## src/rtl/wbu.sv

```systemverilog
// Write-back unit: retires ALU results directly and merges load data from the
// LSU into the register file, with load byte/half extraction and a retire count.
module wbu (
    input  logic        clk,
    input  logic        rst,
    input  logic        exu_valid,
    output logic        exu_ready,
    input  logic [3:0]  exu_rd,
    input  logic        exu_wen,
    input  logic [31:0] exu_data,
    input  logic        exu_is_load,
    input  logic [2:0]  exu_funct3,
    input  logic [1:0]  exu_addr_lo,
    input  logic        lsu_rvalid,
    input  logic [31:0] lsu_rdata,
    output logic        rd_wen,
    output logic [3:0]  rd_addr,
    output logic [31:0] rd_data,
    output logic        commit,
    output logic        load_err,
    output logic        pend_valid,
    output logic [3:0]  pend_rd,
    output logic [31:0] commit_cnt
);

    localparam logic [0:0] IDLE      = 1'b0;
    localparam logic [0:0] WAIT_LOAD = 1'b1;

    logic [0:0]  state;
    logic [3:0]  ld_rd;
    logic        ld_wen;
    logic [2:0]  ld_funct3;
    logic [1:0]  ld_addr_lo;
    logic        xfer;
    logic        ld_done;
    logic [7:0]  ld_byte;
    logic [15:0] ld_half;
    logic [31:0] ld_value;
    logic        ld_bad;

    assign exu_ready  = (state == IDLE);
    assign xfer       = exu_valid & exu_ready;
    assign ld_done    = (state == WAIT_LOAD) & lsu_rvalid;
    assign pend_valid = (state == WAIT_LOAD);
    assign pend_rd    = pend_valid ? ld_rd : '0;

    // Select and extend the loaded byte/half/word according to the captured load type
    always_comb begin
        ld_byte  = lsu_rdata[7:0];
        ld_half  = ld_addr_lo[1] ? lsu_rdata[31:16] : lsu_rdata[15:0];
        ld_value = '0;
        ld_bad   = 1'b0;
        case (ld_addr_lo)
            2'd0:    ld_byte = lsu_rdata[7:0];
            2'd1:    ld_byte = lsu_rdata[15:8];
            2'd2:    ld_byte = lsu_rdata[23:16];
            default: ld_byte = lsu_rdata[31:24];
        endcase
        case (ld_funct3)
            3'd0:    ld_value = {{24{ld_byte[7]}}, ld_byte};
            3'd1:    ld_value = {{16{ld_half[15]}}, ld_half};
            3'd2:    ld_value = lsu_rdata;
            3'd4:    ld_value = {24'd0, ld_byte};
            3'd5:    ld_value = {16'd0, ld_half};
            default: ld_bad   = 1'b1;
        endcase
    end

    // Control state and capture of the outstanding load's attributes
    always_ff @(posedge clk or posedge rst) begin
        if (rst) begin
            state      <= IDLE;
            ld_rd      <= '0;
            ld_wen     <= 1'b0;
            ld_funct3  <= '0;
            ld_addr_lo <= '0;
        end else begin
            case (state)
                IDLE: begin
                    if (xfer && exu_is_load) begin
                        state      <= WAIT_LOAD;
                        ld_rd      <= exu_rd;
                        ld_wen     <= exu_wen;
                        ld_funct3  <= exu_funct3;
                        ld_addr_lo <= exu_addr_lo;
                    end
                end
                default: begin
                    if (lsu_rvalid) begin
                        state <= IDLE;
                    end
                end
            endcase
        end
    end

    // Register-file write port, retire pulses and retire counter
    always_ff @(posedge clk or posedge rst) begin
        if (rst) begin
            rd_wen     <= 1'b0;
            rd_addr    <= '0;
            rd_data    <= '0;
            commit     <= 1'b0;
            load_err   <= 1'b0;
            commit_cnt <= '0;
        end else begin
            rd_wen   <= 1'b0;
            commit   <= 1'b0;
            load_err <= 1'b0;
            if (xfer && !exu_is_load) begin
                rd_wen     <= exu_wen & (exu_rd != 4'd0);
                rd_addr    <= exu_rd;
                rd_data    <= exu_data;
                commit     <= 1'b1;
                commit_cnt <= commit_cnt + 32'd1;
            end else if (ld_done) begin
                commit     <= 1'b1;
                commit_cnt <= commit_cnt + 32'd1;
                if (ld_bad) begin
                    // Illegal load type retires without touching the write port
                    load_err <= 1'b1;
                end else begin
                    rd_wen  <= ld_wen & (ld_rd != 4'd0);
                    rd_addr <= ld_rd;
                    rd_data <= ld_value;
                end
            end
        end
    end

endmodule

```

## config.mk

```make
export PLATFORM = sky130hd
export DESIGN_NAME = wbu
export DESIGN_NICKNAME = d
export VERILOG_FILES = /design/src/rtl/wbu.sv
export SDC_FILE = /design/constraint.sdc
export NUM_CORES = 1
export LEC_CHECK = 0
export ABC_AREA = 1
export CAP_MARGIN = 20
export CORE_MARGIN = 4
export CORE_UTILIZATION = 51
export DETAILED_ROUTE_END_ITERATION = 8
export PLACE_DENSITY = 0.86
export SETUP_SLACK_MARGIN = 0.05
export SYNTH_ARGS = -nofsm -noshare
export SYNTH_HDL_FRONTEND = slang
export SYNTH_SLANG_ARGS = --single-unit
```

## constraint.sdc

```tcl
create_clock -name clk -period 4.9 [get_ports clk]
set_input_delay 0.98 -clock clk [delete_from_list [all_inputs] [get_ports clk]]
set_output_delay 0.98 -clock clk [all_outputs]
set_load 0.01 [all_outputs]
```

==> results of run 1 <==
==> stage by stage <==
stage | area [um^2] | std cells | hold slack [ns] | util [%] | setup slack, ns
finish | 6870 | 1019 | 0.496 | 70.3 | 1.40
global route | 6870 | 1019 | 0.522 | 70.3 | 1.17
CTS | 6870 | 1019 | 0.496 | 70.3 | 1.41
global placement | 6620 | 1003 | 0.467 | 67.8 | 1.17
floorplan | 5110 | 743 | 0.480 | - | 1.81
detailed placement | 6620 | 1003 | 0.474 | 67.8 | 1.03
==> per-layer routing <==
| layer | up-vias | share of wire, % | global-route usage, % |
|---|---|---|---|
| li1 | 2636 | - | - |
| met2 | 284 | 48 | 46.4 |
| met1 | 2545 | 42 | 36.8 |
| met4 | 0 | 1.7 | 7.21 |
| met5 | - | 0 | 0 |
| met3 | 30 | 7.7 | 4.36 |
==> sequential cells by signal, indices dropped and copies added, names as in the netlist <==
signal      flops
commit          1
commit_cnt     32
ld_addr_lo      2
ld_funct3       3
ld_rd           4
ld_wen          1
load_err        1
pend_valid      1
rd_addr         4
rd_data        32
rd_wen          1
==> cell usage in the layout (no fill, tap or decap) <==
master,instances
a21oi_1,76
a31oi_1,4
buf_4,1
bufinv_16,3
clkbuf_8,9
clkdlybuf4s50_1,155
clkinv_2,2
dfrtp_1,82
ha_1,1
inv_1,46
inv_2,5
inv_4,1
inv_6,2
inv_8,1
mux2_2,3
nand2_1,282
nand2_2,5
nand2_8,1
nand3_1,44
nand3_2,2
nand3b_1,12
nand3b_2,2
nand4_1,6
nand4_2,1
nor2_1,98
nor2_2,4
nor2_4,3
nor3_1,4
nor4_1,1
o211ai_1,6
o21ai_0,7
o32ai_1,1
or2_2,1
xnor2_1,8
xor2_1,7
==> cells by family (layout without fill, tap and decap cells) <==
logic type / Yosys count / after routing / synth area share [%]
and+or+nand+nor: 466 / 466 / 38.6
AOI/OAI and AO/OA: 94 / 94 / 9.68
DFF: 82 / 82 / 40.2
buffers and inverters: 82 / 225 / 8.06
xor gates and xnor gates: 15 / 15 / 2.57
muxes: 3 / 3 / 0.661
adders and majority gates: 1 / 1 / 0.245
==> layout make-up <==
class,count,area share [%]
repair buffers,156,22.7
multi-input cells,579,38.5
well taps,133,2.42
clock buffers,9,1.80
flip-flops and latches,82,29.9
inverters,53,2.95
clock inverters,7,1.80
==> cells in the mapped netlist <==
| library cell | n |
|---|---|
| buf_6 | 9 |
| nor2_2 | 4 |
| nor4_1 | 1 |
| nand2_8 | 1 |
| clkbuf_1 | 1 |
| o21ai_0 | 7 |
| buf_4 | 4 |
| ha_1 | 1 |
| a21oi_1 | 76 |
| or2_2 | 1 |
| dfrtp_1 | 82 |
| o211ai_1 | 6 |
| nand4_2 | 1 |
| xor2_1 | 7 |
| nor2_4 | 3 |
| nand2_2 | 5 |
| inv_4 | 1 |
| inv_1 | 47 |
| o32ai_1 | 1 |
| xnor2_1 | 8 |
| inv_2 | 5 |
| a31oi_1 | 4 |
| buf_2 | 15 |
| nand4_1 | 6 |
| nand3b_1 | 12 |
| nand3b_2 | 2 |
| nand3_2 | 2 |
| nand3_1 | 44 |
| nor2_1 | 98 |
| nand2_1 | 282 |
| nor3_1 | 4 |
| mux2_2 | 3 |
==> power breakdown <==
| group | internal, uW | leakage [uW] | switching [uW] |
|---|---|---|---|
| clock | 345 | 0.000126 | 272 |
| combinational | 550 | 0.00201 | 539 |
| sequential | 869 | 0.00101 | 157 |
| total | 1760 | 0.00314 | 967 |
==> worst min-delay path, cell delays in order, from the launching register on <==
cell and delay [ns]:
dfrtp_1 0.37, nand2_1 0.06, nand2_1 0.04
==> final timing paths <==
kind,to,cells after the start
min,commit_cnt[31]$_DFFE_PP0P_,2
max in group asynchronous,commit_cnt[10]$_DFFE_PP0P_,3
max,rd_data[7]$_DFFE_PP0P_,7
min in group asynchronous,commit_cnt[17]$_DFFE_PP0P_,2
max reg2reg,rd_data[7]$_DFFE_PP0P_,7
min reg2reg,commit_cnt[31]$_DFFE_PP0P_,2
==> key figures, run 1 <==
STA
  • Worst slew margin: between 30% and 40%
  • Final setup viols: 0
  • Slew @ Worst Pin: approximately 0.94 ns
  • Fmax achieved: between 200 and 300 MHz
  • Worst Clk Skew: 0.00975 ns
  • Final Hold Vio Count: 0
  • Period utilization: a little under three quarters
  • RSZ-0062 raised after global routing: no
  • Clock period minus final worst setup slack: 3.50 ns
  • Final slew viol count: 0
  • Setup_tns: 0 ns

Detailed routing
  • Total wire length: 16100 um
  • Pre-antenna DRT Iters: 7
  • DR iter-0 viols: 541
  • Post-route ant nets: 0
  • WL/cell: ~16 um
  • DR vias/cell: about 5.4
  • Vias: between 5000 and 6000
  • DRC viols: 0

Worst setup path
  • Slowest-stage cell, CP: nand3b_2
  • Max incr delay on CP: around 0.76 ns
  • Critical Path RT: 5.18 ns
  • Crit path arrival time: between 3 and 4 ns
  • Crit. End Element: flip-flop
  • Crit-path max FO: 40
  • CP Cell Sequence: clkdlybuf4s50_1, nand3b_2, nand2_2, nand2_8, inv_4, nor2_1, a21oi_1
  • Setup crit start kind: primary input
  • Setup CP Type: primary input to flip-flop
  • Top Family by Delay on Critical Path: simple AND/OR/NAND/NOR gates
  • CP Launch Point: exu_is_load
  • Worst path bufs/invs: 2
  • Reg2reg setup slack: a little under 2 ns
  • Worst flop-to-flop path startpoint: pend_valid$_DFF_PP0_

Placement
  • GPL Wtd Cong: 0.907
  • Number of buffers added on ports: between 150 and 200
  • Post-DP HPWL: about 12000 um

Clock tree
  • Worst-path clk slew: around 0.09 ns
  • Clock Sinks: 82
  • CTS tree: yes
  • Longest Clk Path Bufs: 2
  • Hold buffers post-CTS: 0
  • Clock root buffer: clkbuf_8
  • PostCTS Resize Cnt: 0
  • Clock buffer count from CTS: 9
  • Htree depth: 3
  • Clock Latency Late Sink: roughly 0.36 ns
  • Post-CTS Setup Repair Bufs: 0

Synth
  • Post-synth net total: around 820
  • Top cell type's share of synthesized area: ~40%
  • Yosys cell types: 32
  • Synthesis-stage register bit count: between 80 and 90
  • Syn. warnings: 0
  • Top post-synthesis cells by area: dfrtp_1 40%, nand2_1 21%, a21oi_1 7.4%
  • Post-synthesis cell area: between 5000 and 6000 um^2
  • Syn Area/Cell: between 6 and 7 um^2
  • Register area share after synthesis: 40.2%
  • Syn Inst Count: between 700 and 800
  • Post-synth top area cell: dfrtp_1

Final layout
  • Layout area overhead: 34.5%
  • Diodes inserted: 0
  • Fill count: between 800 and 900
  • Share of cells above drive strength 1: 5.19%
  • Reg area: a little over 2000 um^2
  • Nets: between 900 and 1000
  • Multi-input logic area: around 2600 um^2

Worst hold path
  • Hold Path Origin: commit_cnt[31]$_DFFE_PP0P_
  • Hold Path Class: flip-flop to flip-flop

Global route
  • Pin count of the biggest net entering global routing: 51
  • Total track usage: a little over a quarter
  • First-pass GRT wire length: approximately 26000 um
  • Antenna violations before repair: 0
  • GRT overflow: 0
  • Vias in the first global route: just over 5000

Floorplan
  • Starting Density: between 50 and 60%
  • Core area: 9770 um^2
  • Die Wd: roughly 110 um
  • Row count: 36
  • Ports: around 160
  • Die H: between 100 and 150 um
  • Die area: roughly 12000 um^2

Pwr
  • Peak VDD IR: between 200 and 300 uV
  • Leak: roughly 0.0031 uW
  • Final Power: roughly 2700 uW
  • P per Cell Area: approximately 400 nW/um^2

Job
  • Max_cap viols: 0

Status
  • Status: finished clean
Power figures use the tool's default switching activity.
==> inputs of run 2 (changes only) <==
Settings changed: CORE_UTILIZATION 51 to 48, PLACE_DENSITY 0.86 to 0.82.
Clock period 4.9 ns to 3.3 ns, I/O delays scaled along.
==> key figures, run 2 (same netlist as run 1, synthesis figures left out) <==
Status
  • Status: finished clean

Detailed routing
  • WL/cell: ~16 um
  • Total wire length: 16000 um
  • DRC viols: 0
  • DR iter-0 viols: 550
  • Pre-antenna DRT Iters: 5
  • Vias: roughly 5500
  • DR vias/cell: ~5.4
  • Post-route ant nets: 0

Worst setup path
  • Slowest-stage cell, CP: clkdlybuf4s50_1
  • Crit-path max FO: 40
  • Setup CP Type: primary input to flip-flop
  • Worst flop-to-flop path startpoint: pend_valid$_DFF_PP0_
  • Critical Path RT: roughly 3.6 ns
  • Crit. End Element: flip-flop
  • Setup crit start kind: primary input
  • Reg2reg setup slack: between 1 and 1.5 ns
  • Crit path arrival time: between 2 and 3 ns
  • Max incr delay on CP: approximately 0.41 ns
  • CP Cell Sequence: clkdlybuf4s50_1, nand3b_2, nand2_2, nand2_8, inv_4, nor2_1, a31oi_1
  • CP Launch Point: exu_is_load

Placement
  • Placement Setup Slack: 0.587 ns
  • Post-DP HPWL: 12100 um
  • GPL Wtd Cong: between 0.9 and 1
  • Number of buffers added on ports: between 150 and 200
  • Post-detailed-placement cell area: 6650 um^2

Floorplan
  • Die area: 12400 um^2
  • Ports: 156
  • Die H: between 100 and 150 um
  • Starting Density: 49.5%
  • Die Wd: between 100 and 150 um
  • Row count: 37
  • Core area: between 10000 and 15000 um^2

Pwr
  • P_int: ~2500 uW
  • Sw frac: between 30% and 40%
  • Peak VDD IR: roughly 330 uV
  • Clk pwr share: 19.1%
  • Combinational Power Share: a little over two fifths
  • Psw: 1410 uW
  • P per Cell Area: roughly 570 nW/um^2
  • Leak: approximately 0.0031 uW
  • Sequential power share: 38.8%

STA
  • Worst setup margin: 0.957 ns
  • RSZ-0062 raised after global routing: no
  • Clock period minus final worst setup slack: approximately 2.3 ns
  • Fmax achieved: around 430 MHz
  • Worst Clk Skew: 0.00896 ns
  • Slew @ Worst Pin: a little over 0.9 ns
  • Final slew viol count: 0
  • Worst slew margin: approximately two fifths
  • Final Hold Vio Count: 0
  • Setup_tns: 0 ns
  • Final setup viols: 0
  • Hold_ws: about 0.52 ns
  • Period utilization: a little under three quarters

Clock tree
  • Clock Sinks: roughly 80
  • Post-CTS Setup Repair Bufs: 0
  • Clock Latency Late Sink: 0.36 ns
  • PostCTS Resize Cnt: 0
  • Longest Clk Path Bufs: 2
  • Clock buffer count from CTS: 9
  • Hold buffers post-CTS: 0
  • Worst-path clk slew: around 0.080 ns
  • CTS tree: yes
  • Clock root buffer: clkbuf_8
  • Htree depth: 3

Worst hold path
  • Hold Path Class: flip-flop to flip-flop
  • Hold Path Origin: ld_wen$_DFFE_PP0P_

Job
  • Max_cap viols: 0

Global route
  • First-pass GRT wire length: about 26000 um
  • Vias in the first global route: 5277
  • Total track usage: about 26%
  • GRT overflow: 0
  • Pin count of the biggest net entering global routing: between 40 and 50
  • Antenna violations before repair: 0

Final layout
  • Share of cells above drive strength 1: between 5 and 6%
  • Commonest non-fill, non-tap cell in the layout: nand2_1
  • Final Cell Area: slightly below 7000 um^2
  • Most frequent cells in the layout: 282 x nand2_1, 155 x clkdlybuf4s50_1, 98 x nor2_1
  • Nets: between 900 and 1000
  • Diodes inserted: 0
  • Layout area overhead: 34.0%
  • Largest registers: commit_cnt (32), rd_data (32)
==> run 2: cell types whose count changed in the layout (fill, tap and decap cells not counted), sizes merged <==
cell | before | now
buf | 1 | 4
bufinv | 3 | 1
clkbuf | 9 | 11
clkinvlp | 0 | 1
inv | 55 | 53
==> run 2: cell type report <==
cell class                 instances  area (um^2)
inverter                          53          203
tap                              136          170
timing repair buffer             159         1580
clock inverter                     4         51.3
clock buffer                      11          141
fill                             941         3480
multi-input combinational        579         2640
sequential                        82         2050
==> run 2: power groups by stage <==
stage	Sequential, uW	Clock (uW)	Combinational (uW)
finish	1510	741	1640
global route	1540	800	1800
CTS	1500	750	1650
detailed placement	1520	0	1650
global placement	1510	0	1600
floorplan	1610	0	719
==> run 2: layer usage <==
layer	GRT usage [%]	wire length [um]	vias up
met3	5.19	1130	27
met1	35.6	7020	2600
met4	6.97	241	0
li1	-	-	2643
met5	0	0	-
met2	42.1	7580	221
==> run 2: final timing paths <==
kind                                              end  cells past startpoint
max                            rd_addr[3]$_DFFE_PP0P_                      7
min                                ld_wen$_DFFE_PP0P_                      1
max reg2reg                    rd_addr[3]$_DFFE_PP0P_                      7
min reg2reg                        ld_wen$_DFFE_PP0P_                      1
max in group asynchronous      rd_addr[1]$_DFFE_PP0P_                      3
min in group asynchronous  commit_cnt[20]$_DFFE_PP0P_                      2
==> run 2: critical path: cells and delay by family <==
family	cells	cell delay, ns
simple gates	4	1.00
buf+inv	2	0.79
compound gates	1	0.14
==> run 2: per-stage QoR <==
| stage | power, uW | utilization, % | std cells |
|---|---|---|---|
| CTS | 3910 | 66.3 | 1024 |
| floorplan | 2330 | - | 743 |
| detailed placement | 3170 | 64.4 | 1009 |
| global route | 4140 | 66.3 | 1024 |
| finish | 3890 | 66.3 | 1024 |
| global placement | 3110 | 64.4 | 1009 |
